<file path="config.mk">
export PLATFORM = sky130hd
export DESIGN_NAME = alu
export DESIGN_NICKNAME = d
export VERILOG_FILES = /design/src/rtl/alu.sv
export SDC_FILE = /design/constraint.sdc
export NUM_CORES = 1
export LEC_CHECK = 0
export ABC_AREA = 1
export CAP_MARGIN = 25
export CORE_ASPECT_RATIO = 0.75
export CORE_MARGIN = 1.5
export CORE_UTILIZATION = 55
export CTS_CLUSTER_SIZE = 12
export DETAILED_ROUTE_END_ITERATION = 8
export PLACE_DENSITY = 0.81
export SYNTH_ARGS = -nofsm -noshare
export SYNTH_HDL_FRONTEND = slang
export SYNTH_SLANG_ARGS = --single-unit
</file>
<file path="constraint.sdc">
create_clock -name clk -period 1.1 [get_ports clk]
set_input_delay 0.22 -clock clk [delete_from_list [all_inputs] [get_ports clk]]
set_output_delay 0.22 -clock clk [all_outputs]
set_load 0.01 [all_outputs]
</file>
<file path="src/rtl/alu.sv">
// -----------------------------------------------------------------------------
// alu -- 32-bit integer ALU with a registered result (execute-stage datapath).
//
// One operation is accepted on every rising clk edge. Its result appears on
// alur one cycle later. There is no stall and no handshake.
//
// Optional feature macro: ALU_FLAGS_EN
//   defined   -> zero/carry/ovf ports exist and are registered with alur.
//   undefined -> the flag ports and their logic are absent.
//
// Ports:
//   clk    in   1      rising-edge clock
//   rst    in   1      asynchronous active-high reset
//   aluop  in   3      0 ADD, 1 SUB, 2 AND, 3 OR, 4 XOR, 5 NOR, 6 SLT, 7 SLL
//   alua   in   WIDTH  operand A
//   alub   in   WIDTH  operand B (SLL uses only the low log2(WIDTH) bits)
//   alur   out  WIDTH  registered result
//   zero   out  1      [ALU_FLAGS_EN] result == 0
//   carry  out  1      [ALU_FLAGS_EN] carry-out (ADD) / no-borrow (SUB), else 0
//   ovf    out  1      [ALU_FLAGS_EN] signed overflow (ADD/SUB), else 0
// -----------------------------------------------------------------------------
module alu #(
  parameter int WIDTH = 32
) (
  input  logic             clk,
  input  logic             rst,
  input  logic [2:0]       aluop,
  input  logic [WIDTH-1:0] alua,
  input  logic [WIDTH-1:0] alub,
  output logic [WIDTH-1:0] alur
`ifdef ALU_FLAGS_EN
  ,
  output logic             zero,
  output logic             carry,
  output logic             ovf
`endif
);

  localparam int SHW = $clog2(WIDTH);

  localparam logic [2:0] OP_ADD = 3'd0;
  localparam logic [2:0] OP_SUB = 3'd1;
  localparam logic [2:0] OP_AND = 3'd2;
  localparam logic [2:0] OP_OR  = 3'd3;
  localparam logic [2:0] OP_XOR = 3'd4;
  localparam logic [2:0] OP_NOR = 3'd5;
  localparam logic [2:0] OP_SLT = 3'd6;
  localparam logic [2:0] OP_SLL = 3'd7;

  // The adder/subtractor carry one extra bit only when the flags consume it.
`ifdef ALU_FLAGS_EN
  logic [WIDTH:0]   sum_s;
  logic [WIDTH:0]   diff_s;
  assign sum_s  = {1'b0, alua} + {1'b0, alub};
  // Bit WIDTH of the difference is the borrow; carry reports its inverse.
  assign diff_s = {1'b0, alua} - {1'b0, alub};
`else
  logic [WIDTH-1:0] sum_s;
  logic [WIDTH-1:0] diff_s;
  assign sum_s  = alua + alub;
  assign diff_s = alua - alub;
`endif

  logic             slt_s;
  logic [WIDTH-1:0] result_s;

  assign slt_s = ($signed(alua) < $signed(alub));

  // Next-result selection for all eight opcodes.
  always_comb begin
    result_s = {WIDTH{1'b0}};
    case (aluop)
      OP_ADD:  result_s = sum_s[WIDTH-1:0];
      OP_SUB:  result_s = diff_s[WIDTH-1:0];
      OP_AND:  result_s = alua & alub;
      OP_OR:   result_s = alua | alub;
      OP_XOR:  result_s = alua ^ alub;
      OP_NOR:  result_s = ~(alua | alub);
      OP_SLT:  result_s = {{(WIDTH-1){1'b0}}, slt_s};
      OP_SLL:  result_s = alua << alub[SHW-1:0];
      default: result_s = {WIDTH{1'b0}};
    endcase
  end

`ifdef ALU_FLAGS_EN
  logic carry_s;
  logic ovf_s;

  // Carry and overflow are meaningful only for ADD/SUB and are forced low otherwise.
  always_comb begin
    carry_s = 1'b0;
    ovf_s   = 1'b0;
    case (aluop)
      OP_ADD: begin
        carry_s = sum_s[WIDTH];
        // Same-sign operands whose sum flips sign.
        ovf_s   = (alua[WIDTH-1] == alub[WIDTH-1]) &&
                  (sum_s[WIDTH-1] != alua[WIDTH-1]);
      end
      OP_SUB: begin
        carry_s = ~diff_s[WIDTH];
        // Opposite-sign operands whose difference takes B's sign.
        ovf_s   = (alua[WIDTH-1] != alub[WIDTH-1]) &&
                  (diff_s[WIDTH-1] != alua[WIDTH-1]);
      end
      default: begin
        carry_s = 1'b0;
        ovf_s   = 1'b0;
      end
    endcase
  end
`endif

  // Output register: result (and flags) captured every cycle; cleared asynchronously.
  always_ff @(posedge clk or posedge rst) begin
    if (rst) begin
      alur  <= {WIDTH{1'b0}};
`ifdef ALU_FLAGS_EN
      zero  <= 1'b1;
      carry <= 1'b0;
      ovf   <= 1'b0;
`endif
    end else begin
      alur  <= result_s;
`ifdef ALU_FLAGS_EN
      zero  <= (result_s == {WIDTH{1'b0}});
      carry <= carry_s;
      ovf   <= ovf_s;
`endif
    end
  end

endmodule

</file>
==> results of run 1 <==
==> cell usage after synthesis (2+ instances only) <==
library cell / count
nor3_2: 2
o211ai_1: 5
o21ai_2: 2
buf_6: 4
buf_4: 7
clkbuf_1: 12
a31oi_1: 2
and2_1: 3
fa_1: 2
o21ai_1: 6
nor3_1: 17
inv_1: 234
a221oi_1: 16
a211oi_1: 3
buf_1: 8
o21ai_0: 82
xor2_1: 11
buf_2: 38
and3_1: 2
o22ai_1: 10
nand4_1: 26
clkbuf_2: 2
a21oi_1: 82
o2111ai_1: 4
or2_2: 4
nor2_1: 143
o211a_1: 3
nand3b_1: 2
nand2_1: 482
clkinv_1: 2
o21bai_1: 14
dfrtp_1: 32
inv_2: 4
nand2_2: 6
nand3_1: 228
ha_1: 97
==> cells by family after synthesis <==
kind of cell	share of synthesized area [%]
and+or+nand+nor	44.8
AOI/OAI and AO/OA	15.6
buffers and inverters	14.7
xor gates and xnor gates	1.11
adders and majority gates	14.4
muxes	0.115
DFF	9.22
==> per-stage QoR <==
| stage | utilization [%] | setup slack, ns | std cells | TNS [ns] |
|---|---|---|---|---|
| floorplan | - | -0.674 | 1606 | -16.16 |
| global placement | 81.3 | -1.44 | 2182 | -42.21 |
| detailed placement | 81.3 | -1.50 | 2182 | -44.00 |
==> results.sh, run 1 <==
export IMPL_ys_ff_latch=32
export IMPL_yosysSeqAreaShare_pct=9.22
export IMPL_place_area_sq_um=12500
export IMPL_rows=39
export IMPL_clock_root_buffer="clkbuf_16"
export IMPL_ys_warn_count=0
export IMPL_async_flop_share_pct=100
export IMPL_synthFlopType="dfrtp_1"
export IMPL_synth_area_sq_um=8680
export IMPL_error="[ERROR DPL-0033] detailed placement checks failed during check placement."
export IMPL_cts_setup_buffers=75
export IMPL_hpwl_um=34200
export IMPL_synthesis_nets=1774
export IMPL_cts_buffers=5
export IMPL_synth_edff_count=0
export IMPL_htreeDepth=2
export IMPL_yosysUniqueCellTypes=45
export IMPL_outcome="stopped before the end"
export IMPL_clock_sinks=32
export IMPL_yosys_area_top_type_share_pct=20.8
export IMPL_die_w_um=148
export IMPL_synth_top_area_cell="nand2_1"
export IMPL_yosys_top_cells_area="nand2_1 21%, ha_1 14%, nand3_1 13%"
export IMPL_syn_inst=1606
export IMPL_start_util_pct=56.7
export IMPL_portBuffers=100
export IMPL_ctsResizeCount=814
export IMPL_cts_buffer_depth=2
export IMPL_finalWeightedCongestion=1.06
export IMPL_stop_stage="clock tree synthesis"
export IMPL_num_io_pins=101
export IMPL_cts_hold_buffers=0
export IMPL_synth_avg_cell_area_sq_um=5.41
export IMPL_die_h_um=112
==> inputs of run 2 (changes only) <==
CORE_ASPECT_RATIO = not set   (was 0.75)
CORE_UTILIZATION = 40   (was 55)
CTS_CLUSTER_SIZE = not set   (was 12)
PLACE_DENSITY = not set   (was 0.81)
PLACE_DENSITY_LB_ADDON = 0.15   (was not set)
==> results.sh, run 2 <==
export IMPL_crit_type="in2reg"
export IMPL_post_route_period_util_pct=181
export IMPL_start_util_pct=41.0
export IMPL_antenna_cells=0
export IMPL_syn_inst=1606
export IMPL_tightest_slew_ns=0.536
export IMPL_ir_worst_vdd_uv=601
export IMPL_drc=0
export IMPL_synth_avg_cell_area_sq_um=5.41
export IMPL_required_ns=1.22
export IMPL_portBuffers=100
export IMPL_fin_nets=2294
export IMPL_grt_overflow_total=0
export IMPL_powerDensity_nw_per_um2=731
export IMPL_drv_slew=0
export IMPL_dr_pass1_iters=6
export IMPL_core_area_sq_um=21200
export IMPL_synth_top_area_cell="nand2_1"
export IMPL_finalWeightedCongestion=1.02
export IMPL_clkTransAtPathRegs_ns=0.07
export IMPL_grt_use_total_pct=43.4
export IMPL_largest_reg_flops=32
export IMPL_p_total_w=0.0118
export IMPL_ys_ff_latch=32
export IMPL_ys_warn_count=0
export IMPL_period_needed_ns=1.99
export IMPL_setup_slack_ns=-0.888
export IMPL_endpoint_kind="flip-flop"
export IMPL_final_common_cell="buf_4"
export IMPL_drive_gt1_share_pct=52.4
export IMPL_cap_violations=0
export IMPL_rsz0062_at_grt="yes"
export IMPL_yosys_top_cells_area="nand2_1 21%, ha_1 14%, nand3_1 13%"
export IMPL_stdcell_count=2402
export IMPL_clock_root_buffer="clkbuf_16"
export IMPL_dp_cells=2297
export IMPL_setup_tns_ns=-18.95
export IMPL_wl_um=52800
export IMPL_synth_area_sq_um=8680
export IMPL_vias=13936
export IMPL_drtAntennaViolNets=0
export IMPL_mostFrequentLayoutCells="412 x buf_4, 361 x nand2_1, 171 x nand3_1"
export IMPL_hpwl_um=36700
export IMPL_die_w_um=150
export IMPL_synthTopCellsByCount="482 x nand2_1, 234 x inv_1, 228 x nand3_1"
export IMPL_violations="setup timing"
export IMPL_vias_per_cell=5.80
export IMPL_total_leakage_power_nw=8.25
export IMPL_die_h_um=150
export IMPL_outcome="finished with violations"
export IMPL_crit_arrival_ns=2.10
export IMPL_synthesis_nets=1774
export IMPL_yosys_area_top_type_share_pct=20.8
export IMPL_holdCritPathClass="in2async"
export IMPL_num_io_pins=101
export IMPL_synthFlopType="dfrtp_1"
export IMPL_rows=53
export IMPL_grt_start_max_net_pins=36
export IMPL_synth_most_common_cell="nand2_1"
export IMPL_grt_pass1_vias=13070
export IMPL_async_flop_share_pct=100
export IMPL_top_register="alur"
export IMPL_utilization_pct=76.3
export IMPL_hold_violations=0
export IMPL_critPathLaunchType="input pin"
export IMPL_setup_violations=32
export IMPL_slew_headroom_pct=64.0
export IMPL_fmax_mhz=503
export IMPL_yosysSeqAreaShare_pct=9.22
export IMPL_cts_buffer_depth=2
export IMPL_die_area_sq_um=22600
export IMPL_cts_buffers=5
export IMPL_clock_sinks=32
export IMPL_syn_to_final_growth_pct=86.0
export IMPL_crit_path_max_fanout=5
export IMPL_grt_antenna_before_repair=0
export IMPL_largestRegisters="alur: 32 flops"
export IMPL_first_iter_violations=1428
export IMPL_yosysUniqueCellTypes=45
export IMPL_htreeDepth=2
export IMPL_routedWlPerCell_um=22.0
export IMPL_cts_tree="done"
export IMPL_grt_pass1_wl_um=73300
export IMPL_synth_edff_count=0
-- run 2: cell counts after synthesis --
Identical to the previous run, type by type.
-- run 2: worst paths after layout --
| path | start | to | slack [ns] |
|---|---|---|---|
| min in group clk | alub[3] | alur[3] | 0.39 |
| setup / recovery | alub[8] | alur[11] | -0.89 |
| hold / removal | rst | alur[31] | 0.25 |
| max in group asynchronous | rst | alur[6] | 0.64 |
-- run 2: per-stage QoR --
| step | cell area [sq um] | setup slack (ns) | hold WS [ns] |
|---|---|---|---|
| floorplan | 8980 | -0.674 | 0.336 |
| global placement | 12900 | -1.53 | 0.585 |
| detailed placement | 12900 | -1.58 | 0.590 |
| CTS | 15600 | -0.669 | 0.272 |
| global route | 16100 | -0.845 | 0.271 |
| finish | 16100 | -0.888 | 0.251 |
-- run 2: kinds of logic after synthesis --
kind of cell	count (synthesis)	synth area share, %
and+or+nand+nor	919	44.8
AOI/OAI and AO/OA	233	15.6
DFF	32	9.22
buffers and inverters	311	14.7
xor gates and xnor gates	11	1.11
muxes	1	0.115
adders and majority gates	99	14.4
-- run 2: critical path, stage by stage --
cell,delay [ns]
buf_2,0.11
inv_2,0.08
ha_4,0.21
buf_8,0.15
o21bai_4,0.37
a21oi_4,0.12
buf_6,0.15
nand3_4,0.21
buf_6,0.15
nand2_4,0.04
nand3_2,0.06
nand4_1,0.22
-- run 2: what timing repair did --
item / 4_1_cts / 5_1_grt
pin swaps: 199 / 129
gates resized for setup: 955 / 156
buffers inserted: 77 / 26
hold buffers: 0 / 0
endpoints found under the setup margin: 64 / 39
gates cloned: 2 / 0
-- run 2: metal layers --
layer	up-vias	global-route usage, %	part of all wire, %
li1	6248	-	-
met1	6563	56.2	39
met2	899	68.7	43
met3	226	9.85	12
met4	0	18.8	5.3
met5	-	0	0
-- run 2: final cells by class --
cell class	count	area [sq um]
Clock buffer	6	139
Clock inverter	2	10.0
Fill cell	1615	5010
Inverter	240	981
Multi-Input combinational cell	1263	9110
Sequential cell	32	801
Tap cell	275	344
Timing Repair Buffer	584	4760
-- run 2: power breakdown --
| group | internal [W] | switching [W] |
|---|---|---|
| Clock | 0.000897 | 0.000686 |
| Sequential | 0.00135 | 0.0000586 |
| Combinational | 0.00384 | 0.00497 |
| Total | 0.00608 | 0.00572 |
(Power assumes the default switching activity.)
